==> src/rtl/program_counter.sv <==
// Fetch-address register: holds PC, advances it by STEP, loads branch targets,
// and produces the registered fetch-valid and pipeline-flush strobes.
module program_counter #(
  parameter int unsigned           WIDTH        = 16,
  parameter logic [WIDTH-1:0]      RESET_VECTOR = '0,
  parameter int unsigned           STEP         = 1
) (
  input  logic             CLK,
  input  logic             R_,
  input  logic             STALL,
  input  logic             BR,
  input  logic [WIDTH-1:0] TARGET,
  output logic [WIDTH-1:0] PC,
  output logic [WIDTH-1:0] PC_INC,
  output logic             VALID,
  output logic             FLUSH
);

  localparam logic [WIDTH-1:0] STEP_W = WIDTH'(STEP);

  typedef enum logic {
    BOOT = 1'b0,
    RUN  = 1'b1
  } state_e;

  state_e           state_q, state_d;
  logic [WIDTH-1:0] pc_q, pc_d;
  logic             valid_q, valid_d;
  logic             flush_q, flush_d;

  // Carry out of the MSB falls off the WIDTH-bit result, giving mod 2^WIDTH wrap.
  assign PC_INC = pc_q + STEP_W;

  // NOTE: every signal driven here gets a default first so no path leaves it
  // unassigned, which would otherwise infer a latch.
  always_comb begin
    state_d = state_q;
    pc_d    = pc_q;
    valid_d = valid_q;
    flush_d = 1'b0;

    unique case (state_q)
      BOOT: begin
        // First edge out of reset presents the reset vector; branch/stall ignored.
        state_d = RUN;
        pc_d    = RESET_VECTOR;
        valid_d = 1'b1;
      end
      RUN: begin
        valid_d = 1'b1;
        if (BR) begin
          pc_d    = TARGET;
          flush_d = 1'b1;
        end else if (!STALL) begin
          pc_d = PC_INC;
        end
      end
      default: begin
        state_d = BOOT;
      end
    endcase
  end

  // NOTE: sequential state uses non-blocking assignments so every register
  // samples the pre-edge values, independent of statement order.
  always_ff @(posedge CLK or negedge R_) begin
    if (!R_) begin
      state_q <= BOOT;
      pc_q    <= RESET_VECTOR;
      valid_q <= 1'b0;
      flush_q <= 1'b0;
    end else begin
      state_q <= state_d;
      pc_q    <= pc_d;
      valid_q <= valid_d;
      flush_q <= flush_d;
    end
  end

  assign PC    = pc_q;
  assign VALID = valid_q;
  assign FLUSH = flush_q;

endmodule

==> config.mk <==
export PLATFORM = sky130hd
export DESIGN_NAME = program_counter
export DESIGN_NICKNAME = d
export VERILOG_FILES = /design/src/rtl/program_counter.sv
export SDC_FILE = /design/constraint.sdc
export NUM_CORES = 1
export LEC_CHECK = 0
export CORE_MARGIN = 8
export CORE_UTILIZATION = 44
export DETAILED_ROUTE_END_ITERATION = 12
export PLACE_DENSITY = 0.84
export SYNTH_ARGS = -nofsm -noshare
export SYNTH_HDL_FRONTEND = slang
export SYNTH_SLANG_ARGS = --single-unit
==> constraint.sdc <==
create_clock -name CLK -period 2.8 [get_ports CLK]
set_input_delay 0.56 -clock CLK [delete_from_list [all_inputs] [get_ports CLK]]
set_output_delay 0.56 -clock CLK [all_outputs]
set_load 0.02 [all_outputs]
==> flow_summary.html, run 1 <==
<table>
<tr><th>Metric</th><th>Value</th></tr>
<tr><th colspan="2">Clock network</th></tr>
<tr><td>Cts bufs inserted</td><td>3</td></tr>
<tr><td>Worst-Skew Late Latency</td><td>310 ps</td></tr>
<tr><td>Post-CTS clock slew at the launch and capture registers of the worst setup and hold paths</td><td>120 ps</td></tr>
<tr><td>Clock root buffer master</td><td>sky130_fd_sc_hd__clkbuf_4</td></tr>
<tr><td>Hold-fix buffers, CTS</td><td>0</td></tr>
<tr><td>Max clock buf depth</td><td>2</td></tr>
<tr><td>CTS H-tree depth</td><td>1</td></tr>
<tr><td>TritonCTS clock tree</td><td>built</td></tr>
<tr><td>Sink count of the clock tree</td><td>18</td></tr>
<tr><th colspan="2">Floorplanning</th></tr>
<tr><td>Chip Height</td><td>68.0 µm</td></tr>
<tr><td>Count of pins on the block boundary</td><td>54</td></tr>
<tr><td>Chip Width</td><td>68.0 µm</td></tr>
<tr><td>Area of the die</td><td>0.00462 mm²</td></tr>
<tr><td>Core region area</td><td>0.00266 mm²</td></tr>
<tr><td>Initial core utilization</td><td>44.6%</td></tr>
<tr><td>Standard-cell rows</td><td>19</td></tr>
<tr><th colspan="2">Synth</th></tr>
<tr><td>Syn_area_per_cell</td><td>8.67 µm²</td></tr>
<tr><td>Number of warnings reported in the yosys synthesis log</td><td>0</td></tr>
<tr><td>Syn_nets</td><td>158</td></tr>
<tr><td>Gate count of the mapped netlist</td><td>137</td></tr>
<tr><td>Area fraction of the dominant cell type after synthesis</td><td>37.9%</td></tr>
<tr><td>Area leader, netlist</td><td>sky130_fd_sc_hd__dfrtp_1</td></tr>
<tr><td>Number of library cell types mapped by synthesis</td><td>26</td></tr>
<tr><td>Synth Register Bits</td><td>18</td></tr>
<tr><td>Cell area after synthesis</td><td>0.00119 mm²</td></tr>
<tr><td>Sequential cell area fraction in the yosys report</td><td>37.9%</td></tr>
<tr><td>Largest cells by area after synthesis</td><td>sky130_fd_sc_hd__dfrtp_1, sky130_fd_sc_hd__xnor2_1, sky130_fd_sc_hd__o21ai_0</td></tr>
<tr><th colspan="2">Route</th></tr>
<tr><td>Detail Route Antenna Nets</td><td>0</td></tr>
<tr><td>Number of remaining DRC errors</td><td>0</td></tr>
<tr><td>Routed len/inst</td><td>17.1 µm</td></tr>
<tr><td>Detailed-route vias per instance</td><td>5.38</td></tr>
<tr><td>Routed vias</td><td>1205</td></tr>
<tr><td>Detailed Routing Iterations Pass 1</td><td>4</td></tr>
<tr><td>Detailed router's first-iteration violation count</td><td>56</td></tr>
<tr><td>Total wire length after detailed routing</td><td>3840 µm</td></tr>
<tr><th colspan="2">STA</th></tr>
<tr><td>Fin crit share</td><td>95.8%</td></tr>
<tr><td>Maximum clock rate</td><td>0.373 GHz</td></tr>
<tr><td>Setup Skew</td><td>12.3 ps</td></tr>
<tr><td>Worst slew margin relative to its limit</td><td>43.1%</td></tr>
<tr><td>Worst setup margin</td><td>118 ps</td></tr>
<tr><td>Final Max Tran Viols</td><td>0</td></tr>
<tr><td>Tightest Pin Transition</td><td>851 ps</td></tr>
<tr><td>Endpoints failing hold</td><td>0</td></tr>
<tr><td>Final critical-path required period</td><td>2680 ps</td></tr>
<tr><td>Sum Neg Setup Slack</td><td>0 ps</td></tr>
<tr><td>Setup repair after global routing missed its margin</td><td>false</td></tr>
<tr><td>Total of endpoints with negative setup slack in the final report</td><td>0</td></tr>
<tr><th colspan="2">Outcome</th></tr>
<tr><td>Result of the run</td><td>finished clean</td></tr>
<tr><th colspan="2">Setup path</th></tr>
<tr><td>Register-to-register setup slack</td><td>840 ps</td></tr>
<tr><td>Critical Path Fanout Max</td><td>8</td></tr>
<tr><td>Critical path endpoint</td><td>PC_INC[5]</td></tr>
<tr><td>Worst Path Arrival</td><td>2120 ps</td></tr>
<tr><td>Number of cells on the worst reg-to-reg path</td><td>6</td></tr>
<tr><td>Worst setup path category</td><td>reg2out</td></tr>
<tr><td>Start of the worst register-to-register path</td><td>PC[6]</td></tr>
<tr><td>Slowest stage delay, CP</td><td>630 ps</td></tr>
<tr><td>Slowest cell on crit path</td><td>sky130_fd_sc_hd__clkdlybuf4s50_1</td></tr>
<tr><td>Ordered list of cells on the worst path</td><td>nand4_4 &gt; buf_4 &gt; nor2_1 &gt; xor2_1 &gt; clkdlybuf4s50_1</td></tr>
<tr><td>Endpoint of the lowest-slack register-to-register path</td><td>PC[15]</td></tr>
<tr><td>Data required time of the worst path</td><td>2240 ps</td></tr>
<tr><td>Nature of the critical path endpoint</td><td>output pin</td></tr>
<tr><td>Start point of the critical path</td><td>PC[2]</td></tr>
<tr><td>Type of origin of the critical path</td><td>flop</td></tr>
<tr><th colspan="2">Layout</th></tr>
<tr><td>Number of filler cells placed in the layout</td><td>224</td></tr>
<tr><td>Fraction of layout cells with a size suffix above 1</td><td>13.5%</td></tr>
<tr><td>Ant diodes</td><td>0</td></tr>
<tr><td>Net count of the finished layout</td><td>215</td></tr>
<tr><td>Layout Area Growth over Synthesis</td><td>57.0%</td></tr>
<tr><td>Post-layout utilization of the core</td><td>70.0%</td></tr>
<tr><td>Post-route design area</td><td>0.00186 mm²</td></tr>
<tr><th colspan="2">Power</th></tr>
<tr><td>Overall Power</td><td>689 µW</td></tr>
<tr><td>Power per unit of standard cell area</td><td>370 mW/mm²</td></tr>
<tr><td>Leakage</td><td>0.761 nW</td></tr>
<tr><td>IR drop worst, VDD</td><td>0.000305 V</td></tr>
<tr><th colspan="2">Global route</th></tr>
<tr><td>Overall fraction of global-route tracks in use</td><td>17.6%</td></tr>
<tr><td>Number of global-route vias before repair</td><td>1340</td></tr>
<tr><td>Overflow left after global routing</td><td>0</td></tr>
<tr><td>Number of antenna violations at the first check in global routing</td><td>0</td></tr>
<tr><td>Maximum number of pins on one net before global-route repair</td><td>25</td></tr>
<tr><td>First-pass GRT wire length</td><td>6240 µm</td></tr>
<tr><th colspan="2">Placement</th></tr>
<tr><td>Count of input and output buffers</td><td>53</td></tr>
<tr><td>Placement-stage worst setup slack</td><td>230 ps</td></tr>
<tr><td>HPWL after detailed placement</td><td>2890 µm</td></tr>
<tr><td>Placement Cell Area</td><td>0.00177 mm²</td></tr>
<tr><td>Final estimated routing congestion in global placement</td><td>0.841</td></tr>
<tr><th colspan="2">Job</th></tr>
<tr><td>Max-Cap Viols</td><td>0</td></tr>
<tr><th colspan="2">Worst hold path</th></tr>
<tr><td>Hold path start</td><td>PC[15]</td></tr>
<tr><td>Type of the worst min-delay path</td><td>reg2reg</td></tr>
</table>
cells in the mapped netlist (all sizes together):
| library cell | number |
|---|---|
| dfrtp | 18 |
| o21ai | 18 |
| xnor2 | 17 |
| a21oi | 10 |
| xor2 | 10 |
| nor4 | 8 |
| clkbuf | 7 |
| nand3 | 6 |
| nor2 | 6 |
| and2 | 5 |
| inv | 5 |
| nand2 | 5 |
| nor3 | 5 |
| nand4 | 4 |
| a31oi | 2 |
| buf | 2 |
| or3 | 2 |
| conb | 1 |
| ha | 1 |
| mux2i | 1 |
| nand3b | 1 |
| nand4b | 1 |
| nor2b | 1 |
| or4 | 1 |
routing by layer:
| layer | vias up | track usage [%] | wire length [µm] |
|---|---|---|---|
| met1 | 570 | 20.0 | 1510 |
| met3 | 10 | 4.75 | 265 |
| li1 | 587 | - | - |
| met5 | - | 0 | 0 |
| met4 | 0 | 10.5 | 99 |
| met2 | 38 | 28.8 | 1960 |
logic make-up (layout without fill, tap and decap cells):
| family | count (synthesis) | count (layout) | synth area share, % |
|---|---|---|---|
| flops | 18 | 18 | 37.9 |
| fa+ha+maj | 1 | 1 | 1.05 |
| mux | 1 | 1 | 0.843 |
| simple gates | 45 | 45 | 22.2 |
| other cells | 1 | 1 | 0.316 |
| buf+inv | 14 | 70 | 4.85 |
| compound gates | 30 | 30 | 12.9 |
| xor+xnor | 27 | 27 | 19.9 |
placed cells by master, fill, tap and decap left out, types with 2 or more instances in the layout:
cell,instances
sky130_fd_sc_hd__inv_1,5
sky130_fd_sc_hd__dlymetal6s2s_1,4
sky130_fd_sc_hd__clkdlybuf4s50_1,48
sky130_fd_sc_hd__nor4_2,3
sky130_fd_sc_hd__xor2_1,10
sky130_fd_sc_hd__or3_1,2
sky130_fd_sc_hd__clkbuf_4,3
sky130_fd_sc_hd__nor3_1,4
sky130_fd_sc_hd__nor4_1,5
sky130_fd_sc_hd__a21oi_1,10
sky130_fd_sc_hd__o21ai_0,18
sky130_fd_sc_hd__nand2_1,5
sky130_fd_sc_hd__a31oi_1,2
sky130_fd_sc_hd__nand3_2,2
sky130_fd_sc_hd__nand4_1,3
sky130_fd_sc_hd__dfrtp_2,6
sky130_fd_sc_hd__nor2_1,6
sky130_fd_sc_hd__and2_1,5
sky130_fd_sc_hd__nand3_1,4
sky130_fd_sc_hd__dfrtp_1,12
sky130_fd_sc_hd__buf_4,8
sky130_fd_sc_hd__xnor2_1,17
repair_timing:
item                                    4_1_cts  5_1_grt
buffers inserted                              1        0
pin swaps                                     1        0
cloned                                        0        0
resized for setup                             9        8
endpoints found under the hold margin         0        0
endpoints found under the setup margin        6        7
final cells by class:
cell class	count	area [µm²]	area share, %
clock buffers	4	36.3	1.95
inverters	5	18.8	1.01
multi-input cells	105	713	38.3
flip-flops and latches	18	458	24.6
well taps	31	38.8	2.08
repair buffers	61	599	32.1
worst max-delay path, delay by kind of cell (launching register included):
family                    cells  cell delay [ps]
buffers and inverters         2              830
DFF                           1              510
and+or+nand+nor               2              310
xor gates and xnor gates      1              170
registers in the layout, summed over array words and instances (netlist names):
signal,flops
FLUSH,1
PC,16
VALID,1
report_power, final:
group          internal, mW  switching, mW  total, mW
Combinational         0.108          0.105      0.213
Sequential            0.277         0.0278      0.305
Clock                0.0793         0.0916      0.171
worst min path at each step:
stage             end  slack, ps  cells past startpoint
2_1_floorplan   FLUSH        260                      0
3_3_place_gp   PC[15]        600                      2
3_5_place_dp   PC[15]        620                      2
4_1_cts        PC[15]        640                      2
5_1_grt         PC[7]        680                      2
6_report       PC[15]        640                      2
metrics by stage:
step / hold WS [ps] / cells
3_3_place_gp: 596 / 219
2_1_floorplan: 264 / 137
6_report: 635 / 224
5_1_grt: 682 / 224
4_1_cts: 636 / 224
3_5_place_dp: 619 / 219
(Power assumes the default switching activity.)
==> run 2, diff against run 1 <==
CORE_MARGIN = 2   (was 8)
CTS_CLUSTER_SIZE = 20   (was not set)
==> flow_summary.html, run 2 (synthesis gave the netlist of run 1 again) <==
<table>
<tr><th>Metric</th><th>Value</th></tr>
<tr><th colspan="2">Floorplanning</th></tr>
<tr><td>Core region area</td><td>0.00252 mm²</td></tr>
<tr><td>Initial core utilization</td><td>47.1%</td></tr>
<tr><td>Chip Width</td><td>56.0 µm</td></tr>
<tr><td>Count of pins on the block boundary</td><td>54</td></tr>
<tr><td>Area of the die</td><td>0.00313 mm²</td></tr>
<tr><td>Chip Height</td><td>56.0 µm</td></tr>
<tr><td>Standard-cell rows</td><td>18</td></tr>
<tr><th colspan="2">STA</th></tr>
<tr><td>Tightest Pin Transition</td><td>830 ps</td></tr>
<tr><td>Setup repair after global routing missed its margin</td><td>false</td></tr>
<tr><td>Final Max Tran Viols</td><td>0</td></tr>
<tr><td>Setup Skew</td><td>1.06 ps</td></tr>
<tr><td>Final critical-path required period</td><td>2710 ps</td></tr>
<tr><td>Sum Neg Setup Slack</td><td>0 ps</td></tr>
<tr><td>Endpoints failing hold</td><td>0</td></tr>
<tr><td>Total of endpoints with negative setup slack in the final report</td><td>0</td></tr>
<tr><td>Worst slew margin relative to its limit</td><td>44.5%</td></tr>
<tr><td>Fin crit share</td><td>96.7%</td></tr>
<tr><td>Maximum clock rate</td><td>0.369 GHz</td></tr>
<tr><th colspan="2">Power</th></tr>
<tr><td>Leakage</td><td>0.745 nW</td></tr>
<tr><td>Net switching power</td><td>209 µW</td></tr>
<tr><td>Part of the power in the clock network</td><td>20.2%</td></tr>
<tr><td>Internal power</td><td>435 µW</td></tr>
<tr><td>Flop pwr share</td><td>47.7%</td></tr>
<tr><td>Power per unit of standard cell area</td><td>351 mW/mm²</td></tr>
<tr><td>Combinational power share</td><td>32.2%</td></tr>
<tr><td>Sw frac</td><td>32.5%</td></tr>
<tr><td>IR drop worst, VDD</td><td>0.000266 V</td></tr>
<tr><th colspan="2">Global route</th></tr>
<tr><td>Met1 track demand over resource in global routing</td><td>27.6%</td></tr>
<tr><td>Overall fraction of global-route tracks in use</td><td>22.4%</td></tr>
<tr><td>Number of global-route vias before repair</td><td>1164</td></tr>
<tr><td>Met2 layer usage reported by global route</td><td>38.6%</td></tr>
<tr><td>First-pass GRT wire length</td><td>5590 µm</td></tr>
<tr><td>Maximum number of pins on one net before global-route repair</td><td>25</td></tr>
<tr><td>Most utilized layer in the global route result</td><td>met2</td></tr>
<tr><td>Global Route met3 Usage</td><td>4.42%</td></tr>
<tr><td>Number of antenna violations at the first check in global routing</td><td>0</td></tr>
<tr><td>Overflow left after global routing</td><td>0</td></tr>
<tr><th colspan="2">Route</th></tr>
<tr><td>Detailed router's first-iteration violation count</td><td>56</td></tr>
<tr><td>Detailed Routing Iterations Pass 1</td><td>4</td></tr>
<tr><td>Routed vias</td><td>1209</td></tr>
<tr><td>Detail Route Antenna Nets</td><td>0</td></tr>
<tr><td>Detailed-route vias per instance</td><td>5.50</td></tr>
<tr><td>Routed len/inst</td><td>15.2 µm</td></tr>
<tr><td>Total wire length after detailed routing</td><td>3330 µm</td></tr>
<tr><td>Number of remaining DRC errors</td><td>0</td></tr>
<tr><th colspan="2">Placement</th></tr>
<tr><td>Count of input and output buffers</td><td>53</td></tr>
<tr><td>Final estimated routing congestion in global placement</td><td>0.872</td></tr>
<tr><td>HPWL after detailed placement</td><td>2420 µm</td></tr>
<tr><th colspan="2">Setup path</th></tr>
<tr><td>Nature of the critical path endpoint</td><td>output pin</td></tr>
<tr><td>Worst setup path category</td><td>reg2out</td></tr>
<tr><td>Slowest cell on crit path</td><td>sky130_fd_sc_hd__clkdlybuf4s50_1</td></tr>
<tr><td>Number of stages on the worst setup path</td><td>5</td></tr>
<tr><td>Data required time of the worst path</td><td>2240 ps</td></tr>
<tr><td>Start point of the critical path</td><td>PC[0]</td></tr>
<tr><td>Buf/Inv on CP</td><td>1</td></tr>
<tr><td>Number of cells on the worst reg-to-reg path</td><td>6</td></tr>
<tr><td>CP delay by family, top</td><td>buffers and inverters</td></tr>
<tr><td>Critical Path Fanout Max</td><td>6</td></tr>
<tr><td>Ordered list of cells on the worst path</td><td>ha_1 &gt; nand3_2 &gt; nor2_1 &gt; xor2_1 &gt; clkdlybuf4s50_1</td></tr>
<tr><td>Slowest stage delay, CP</td><td>630 ps</td></tr>
<tr><td>Start of the worst register-to-register path</td><td>PC[6]</td></tr>
<tr><td>Type of origin of the critical path</td><td>flop</td></tr>
<tr><td>Worst Path Arrival</td><td>2150 ps</td></tr>
<tr><th colspan="2">Clock network</th></tr>
<tr><td>CTS H-tree depth</td><td>1</td></tr>
<tr><td>Hold-fix buffers, CTS</td><td>0</td></tr>
<tr><td>Sink count of the clock tree</td><td>18</td></tr>
<tr><td>Clock root buffer master</td><td>sky130_fd_sc_hd__clkbuf_4</td></tr>
<tr><td>Max clock buf depth</td><td>2</td></tr>
<tr><td>Worst-Skew Late Latency</td><td>290 ps</td></tr>
<tr><td>Cts bufs inserted</td><td>3</td></tr>
<tr><td>TritonCTS clock tree</td><td>built</td></tr>
<tr><td>Post-CTS clock slew at the launch and capture registers of the worst setup and hold paths</td><td>100 ps</td></tr>
<tr><th colspan="2">Job</th></tr>
<tr><td>Max-Cap Viols</td><td>0</td></tr>
<tr><th colspan="2">Layout</th></tr>
<tr><td>Ant diodes</td><td>0</td></tr>
<tr><td>Post-layout utilization of the core</td><td>72.7%</td></tr>
<tr><td>Most frequent cells in the layout</td><td>sky130_fd_sc_hd__clkdlybuf4s50_1, sky130_fd_sc_hd__o21ai_0, sky130_fd_sc_hd__xnor2_1, sky130_fd_sc_hd__dfrtp_1</td></tr>
<tr><td>Area taken by multi-input logic gates</td><td>713 µm²</td></tr>
<tr><td>Largest register FFs</td><td>16</td></tr>
<tr><td>Net count of the finished layout</td><td>213</td></tr>
<tr><td>Fraction of layout cells with a size suffix above 1</td><td>12.1%</td></tr>
<tr><td>Commonest non-fill, non-tap cell in the layout</td><td>sky130_fd_sc_hd__clkdlybuf4s50_1</td></tr>
<tr><td>Layout Area Growth over Synthesis</td><td>54.5%</td></tr>
<tr><td>Sequential cell area</td><td>458 µm²</td></tr>
<tr><td>Number of filler cells placed in the layout</td><td>186</td></tr>
<tr><th colspan="2">Worst hold path</th></tr>
<tr><td>Instance count along the most critical hold path</td><td>2</td></tr>
<tr><td>Hold path start</td><td>PC[15]</td></tr>
<tr><td>Type of the worst min-delay path</td><td>reg2reg</td></tr>
<tr><th colspan="2">Outcome</th></tr>
<tr><td>Result of the run</td><td>finished clean</td></tr>
</table>
[run 2: changes by cell type in the layout (fill, tap and decap cells not counted)]
| cell | previous run | this run |
|---|---|---|
| sky130_fd_sc_hd__clkbuf_8 | 1 | 0 |
| sky130_fd_sc_hd__buf_4 | 8 | 6 |
[run 2: worst register-to-register path: cells and delay by family, from the launching register on]
family | cells | cell delay (ps)
AO/OA/AOI/OAI | 1 | 150
flip-flops | 1 | 420
AND/OR/NAND/NOR | 3 | 910
buffers and inverters | 2 | 340
[run 2: path summary, 6_finish.rpt]
kind                       slack (ps)        end
setup / recovery                   90  PC_INC[6]
max in group asynchronous        1500      PC[3]
setup reg to reg                  920     PC[15]
hold / removal                    620     PC[15]
hold reg to reg                   620     PC[15]
min in group asynchronous         740      FLUSH
[run 2: final cells by class]
class	instances	area share [%]
Tap cell	30	2.05
Multi-Input combinational cell	105	38.9
Inverter	5	1.02
Sequential cell	18	25.0
Clock buffer	3	1.23
Timing Repair Buffer	59	31.9
[run 2: per-layer routing]
layer,vias to the layer above,wire [µm]
li1,583,-
met1,569,1380
met2,49,1680
met3,8,218
met4,0,58
met5,-,0
[run 2: power groups by stage]
| stage | Sequential (mW) | Combinational [mW] | Clock [mW] |
|---|---|---|---|
| floorplan | 0.321 | 0.0826 | 0 |
| global placement | 0.308 | 0.204 | 0 |
| detailed placement | 0.309 | 0.208 | 0 |
| CTS | 0.305 | 0.209 | 0.130 |
| global route | 0.311 | 0.221 | 0.150 |
| finish | 0.307 | 0.207 | 0.130 |
[run 2: metrics by stage]
stage	cells	hold WS, ps	worst slack (ps)	area, µm²	power [mW]
2_1_floorplan	137	264	472	1190	0.404
3_3_place_gp	216	597	187	1750	0.512
3_5_place_dp	216	610	100	1750	0.517
4_1_cts	220	624	5.31	1820	0.645
5_1_grt	220	659	9.78	1830	0.682
6_report	220	620	93.1	1830	0.644
[run 2: repair_timing]
item,CTS,global route
setup buffers,1,0
endpoints found under the hold margin,0,0
gates resized for setup,9,8
setup endpoints to repair,8,6
pin swaps,2,0
==> run 3, diff against run 2 <==
CORE_ASPECT_RATIO = 0.75   (was not set)
SKIP_CTS_REPAIR_TIMING = 1   (was not set)
==> flow_summary.html, run 3 (synthesis gave the netlist of run 1 again) <==
<table>
<tr><th>Metric</th><th>Value</th></tr>
<tr><th colspan="2">Route</th></tr>
<tr><td>Routed len/inst</td><td>15.0 µm</td></tr>
<tr><td>Total wire length after detailed routing</td><td>3410 µm</td></tr>
<tr><td>Detailed router's first-iteration violation count</td><td>32</td></tr>
<tr><td>Routed vias</td><td>1217</td></tr>
<tr><td>Detail Route Antenna Nets</td><td>0</td></tr>
<tr><td>Number of remaining DRC errors</td><td>0</td></tr>
<tr><td>Detailed Routing Iterations Pass 1</td><td>4</td></tr>
<tr><td>Detailed-route vias per instance</td><td>5.34</td></tr>
<tr><th colspan="2">Floorplanning</th></tr>
<tr><td>Initial core utilization</td><td>46.0%</td></tr>
<tr><td>Chip Width</td><td>64.0 µm</td></tr>
<tr><td>Standard-cell rows</td><td>16</td></tr>
<tr><td>Core region area</td><td>0.00258 mm²</td></tr>
<tr><td>Chip Height</td><td>49.0 µm</td></tr>
<tr><td>Area of the die</td><td>0.00313 mm²</td></tr>
<tr><td>Count of pins on the block boundary</td><td>54</td></tr>
<tr><th colspan="2">Setup path</th></tr>
<tr><td>Critical Path Fanout Max</td><td>6</td></tr>
<tr><td>Buf/Inv on CP</td><td>1</td></tr>
<tr><td>Ordered list of cells on the worst path</td><td>ha_2 &gt; nand3_2 &gt; nor2_1 &gt; xor2_1 &gt; clkdlybuf4s50_1</td></tr>
<tr><td>Worst Path Arrival</td><td>2140 ps</td></tr>
<tr><td>Endpoint of the lowest-slack register-to-register path</td><td>PC[15]</td></tr>
<tr><td>Type of origin of the critical path</td><td>flop</td></tr>
<tr><td>Slowest cell on crit path</td><td>sky130_fd_sc_hd__clkdlybuf4s50_1</td></tr>
<tr><td>CP delay by family, top</td><td>buffers and inverters</td></tr>
<tr><td>Number of cells on the worst reg-to-reg path</td><td>5</td></tr>
<tr><td>Worst setup path category</td><td>reg2out</td></tr>
<tr><td>Start of the worst register-to-register path</td><td>PC[7]</td></tr>
<tr><td>Nature of the critical path endpoint</td><td>output pin</td></tr>
<tr><td>Register-to-register setup slack</td><td>970 ps</td></tr>
<tr><td>Data required time of the worst path</td><td>2240 ps</td></tr>
<tr><td>Slowest stage delay, CP</td><td>630 ps</td></tr>
<tr><th colspan="2">Placement</th></tr>
<tr><td>Final estimated routing congestion in global placement</td><td>0.808</td></tr>
<tr><td>HPWL after detailed placement</td><td>2620 µm</td></tr>
<tr><td>Count of input and output buffers</td><td>53</td></tr>
<tr><td>Placement Cell Area</td><td>0.00177 mm²</td></tr>
<tr><th colspan="2">STA</th></tr>
<tr><td>Total of endpoints with negative setup slack in the final report</td><td>0</td></tr>
<tr><td>Sum Neg Setup Slack</td><td>0 ps</td></tr>
<tr><td>Maximum clock rate</td><td>0.371 GHz</td></tr>
<tr><td>Worst slew margin relative to its limit</td><td>46.4%</td></tr>
<tr><td>Fin crit share</td><td>96.4%</td></tr>
<tr><td>Worst Hold Margin</td><td>639 ps</td></tr>
<tr><td>Final Max Tran Viols</td><td>0</td></tr>
<tr><td>Endpoints failing hold</td><td>0</td></tr>
<tr><td>Setup Skew</td><td>3.21 ps</td></tr>
<tr><td>Tightest Pin Transition</td><td>802 ps</td></tr>
<tr><td>Final critical-path required period</td><td>2700 ps</td></tr>
<tr><th colspan="2">Layout</th></tr>
<tr><td>Layout Area Growth over Synthesis</td><td>56.9%</td></tr>
<tr><td>Commonest non-fill, non-tap cell in the layout</td><td>sky130_fd_sc_hd__clkdlybuf4s50_1</td></tr>
<tr><td>Most frequent cells in the layout</td><td>sky130_fd_sc_hd__clkdlybuf4s50_1, sky130_fd_sc_hd__o21ai_0, sky130_fd_sc_hd__xnor2_1, sky130_fd_sc_hd__dfrtp_1</td></tr>
<tr><td>Post-route design area</td><td>0.00186 mm²</td></tr>
<tr><td>Net count of the finished layout</td><td>214</td></tr>
<tr><td>Ant diodes</td><td>0</td></tr>
<tr><td>Largest register FFs</td><td>16</td></tr>
<tr><td>Number of filler cells placed in the layout</td><td>181</td></tr>
<tr><td>Fraction of layout cells with a size suffix above 1</td><td>12.0%</td></tr>
<tr><th colspan="2">Power</th></tr>
<tr><td>Combinational power share</td><td>30.9%</td></tr>
<tr><td>Part of the power in the clock network</td><td>23.9%</td></tr>
<tr><td>Power per unit of standard cell area</td><td>364 mW/mm²</td></tr>
<tr><td>Flop pwr share</td><td>45.2%</td></tr>
<tr><td>Internal power</td><td>465 µW</td></tr>
<tr><td>Overall Power</td><td>678 µW</td></tr>
<tr><td>Leakage</td><td>0.781 nW</td></tr>
<tr><td>Net switching power</td><td>214 µW</td></tr>
<tr><td>IR drop worst, VDD</td><td>0.000295 V</td></tr>
<tr><td>Sw frac</td><td>31.5%</td></tr>
<tr><th colspan="2">Job</th></tr>
<tr><td>Max-Cap Viols</td><td>0</td></tr>
<tr><th colspan="2">Worst hold path</th></tr>
<tr><td>End of the worst hold path</td><td>PC[15]</td></tr>
<tr><td>Instance count along the most critical hold path</td><td>2</td></tr>
<tr><td>Type of the worst min-delay path</td><td>reg2reg</td></tr>
<tr><td>Hold path start</td><td>PC[15]</td></tr>
<tr><th colspan="2">Global route</th></tr>
<tr><td>Met2 layer usage reported by global route</td><td>39.1%</td></tr>
<tr><td>Maximum number of pins on one net before global-route repair</td><td>25</td></tr>
<tr><td>First-pass GRT wire length</td><td>5400 µm</td></tr>
<tr><td>Overall fraction of global-route tracks in use</td><td>21.7%</td></tr>
<tr><td>Met1 track demand over resource in global routing</td><td>26.4%</td></tr>
<tr><td>Number of antenna violations at the first check in global routing</td><td>0</td></tr>
<tr><td>Global Route met3 Usage</td><td>3.70%</td></tr>
<tr><td>Most utilized layer in the global route result</td><td>met2</td></tr>
<tr><td>Overflow left after global routing</td><td>0</td></tr>
<tr><td>Number of global-route vias before repair</td><td>1136</td></tr>
<tr><th colspan="2">Clock network</th></tr>
<tr><td>Clock root buffer master</td><td>sky130_fd_sc_hd__clkbuf_4</td></tr>
<tr><td>Cts bufs inserted</td><td>3</td></tr>
<tr><td>Worst-Skew Late Latency</td><td>300 ps</td></tr>
<tr><td>CTS H-tree depth</td><td>1</td></tr>
<tr><td>TritonCTS clock tree</td><td>built</td></tr>
<tr><td>Max clock buf depth</td><td>2</td></tr>
<tr><td>Post-CTS clock slew at the launch and capture registers of the worst setup and hold paths</td><td>100 ps</td></tr>
<tr><td>Sink count of the clock tree</td><td>18</td></tr>
<tr><th colspan="2">Outcome</th></tr>
<tr><td>Result of the run</td><td>finished clean</td></tr>
</table>
-- run 3: cell count changes in the layout (fill, tap and decap cells not counted), sizes merged --
cell           before  now
dlymetal6s2s        4    6
clkdlybuf4s50      48   47
buf                 6    7
dlygate4sd2         1    0
clkbuf              3    4
-- run 3: worst max path at each step --
stage	from	end	slack (ps)	cells after the start
final	PC[0]	PC_INC[6]	100	5
after global routing	PC[0]	PC_INC[6]	-10	5
after CTS	PC[0]	PC_INC[14]	-230	5
after detailed placement	PC[0]	PC_INC[14]	110	5
after global placement	PC[0]	PC_INC[14]	230	5
after floorplan	PC[5]	PC_INC[13]	470	5
-- run 3: area by class of cell --
type | instances | area [µm²] | area share [%]
multi-input combinational | 105 | 709 | 38.1
timing repair buffer | 60 | 598 | 32.1
sequential | 18 | 455 | 24.4
tap | 36 | 45.0 | 2.42
clock buffer | 4 | 36.3 | 1.95
inverter | 5 | 18.8 | 1.01
-- run 3: per-layer routing --
metal | up-vias | wire length (µm)
met1 | 593 | 1430
met3 | 2 | 142
met4 | 0 | 27
met2 | 33 | 1820
li1 | 589 | -
met5 | - | 0
-- run 3: tightest hold or removal path: cells and delay by family, from the launching register on --
kind,cells,cell delay [ps]
AO/OA/AOI/OAI,2,180
flip-flops,1,430
-- run 3: metrics by stage --
| stage | worst slack [ps] | instances | utilization [%] |
|---|---|---|---|
| final | 102 | 228 | 72.1 |
| after global routing | -14.3 | 228 | 72.1 |
| after CTS | -229 | 227 | 69.9 |
| after detailed placement | 114 | 223 | 68.5 |
| after global placement | 228 | 223 | 68.5 |
| after floorplan | 472 | 137 | - |
-- run 3: power groups by stage --
stage          Combinational [mW]  Clock (mW)  Sequential (mW)
2_1_floorplan              0.0826           0            0.321
3_3_place_gp                0.206           0            0.307
3_5_place_dp                0.210           0            0.309
4_1_cts                     0.210       0.166            0.304
5_1_grt                     0.223       0.183            0.310
6_report                    0.209       0.162            0.307
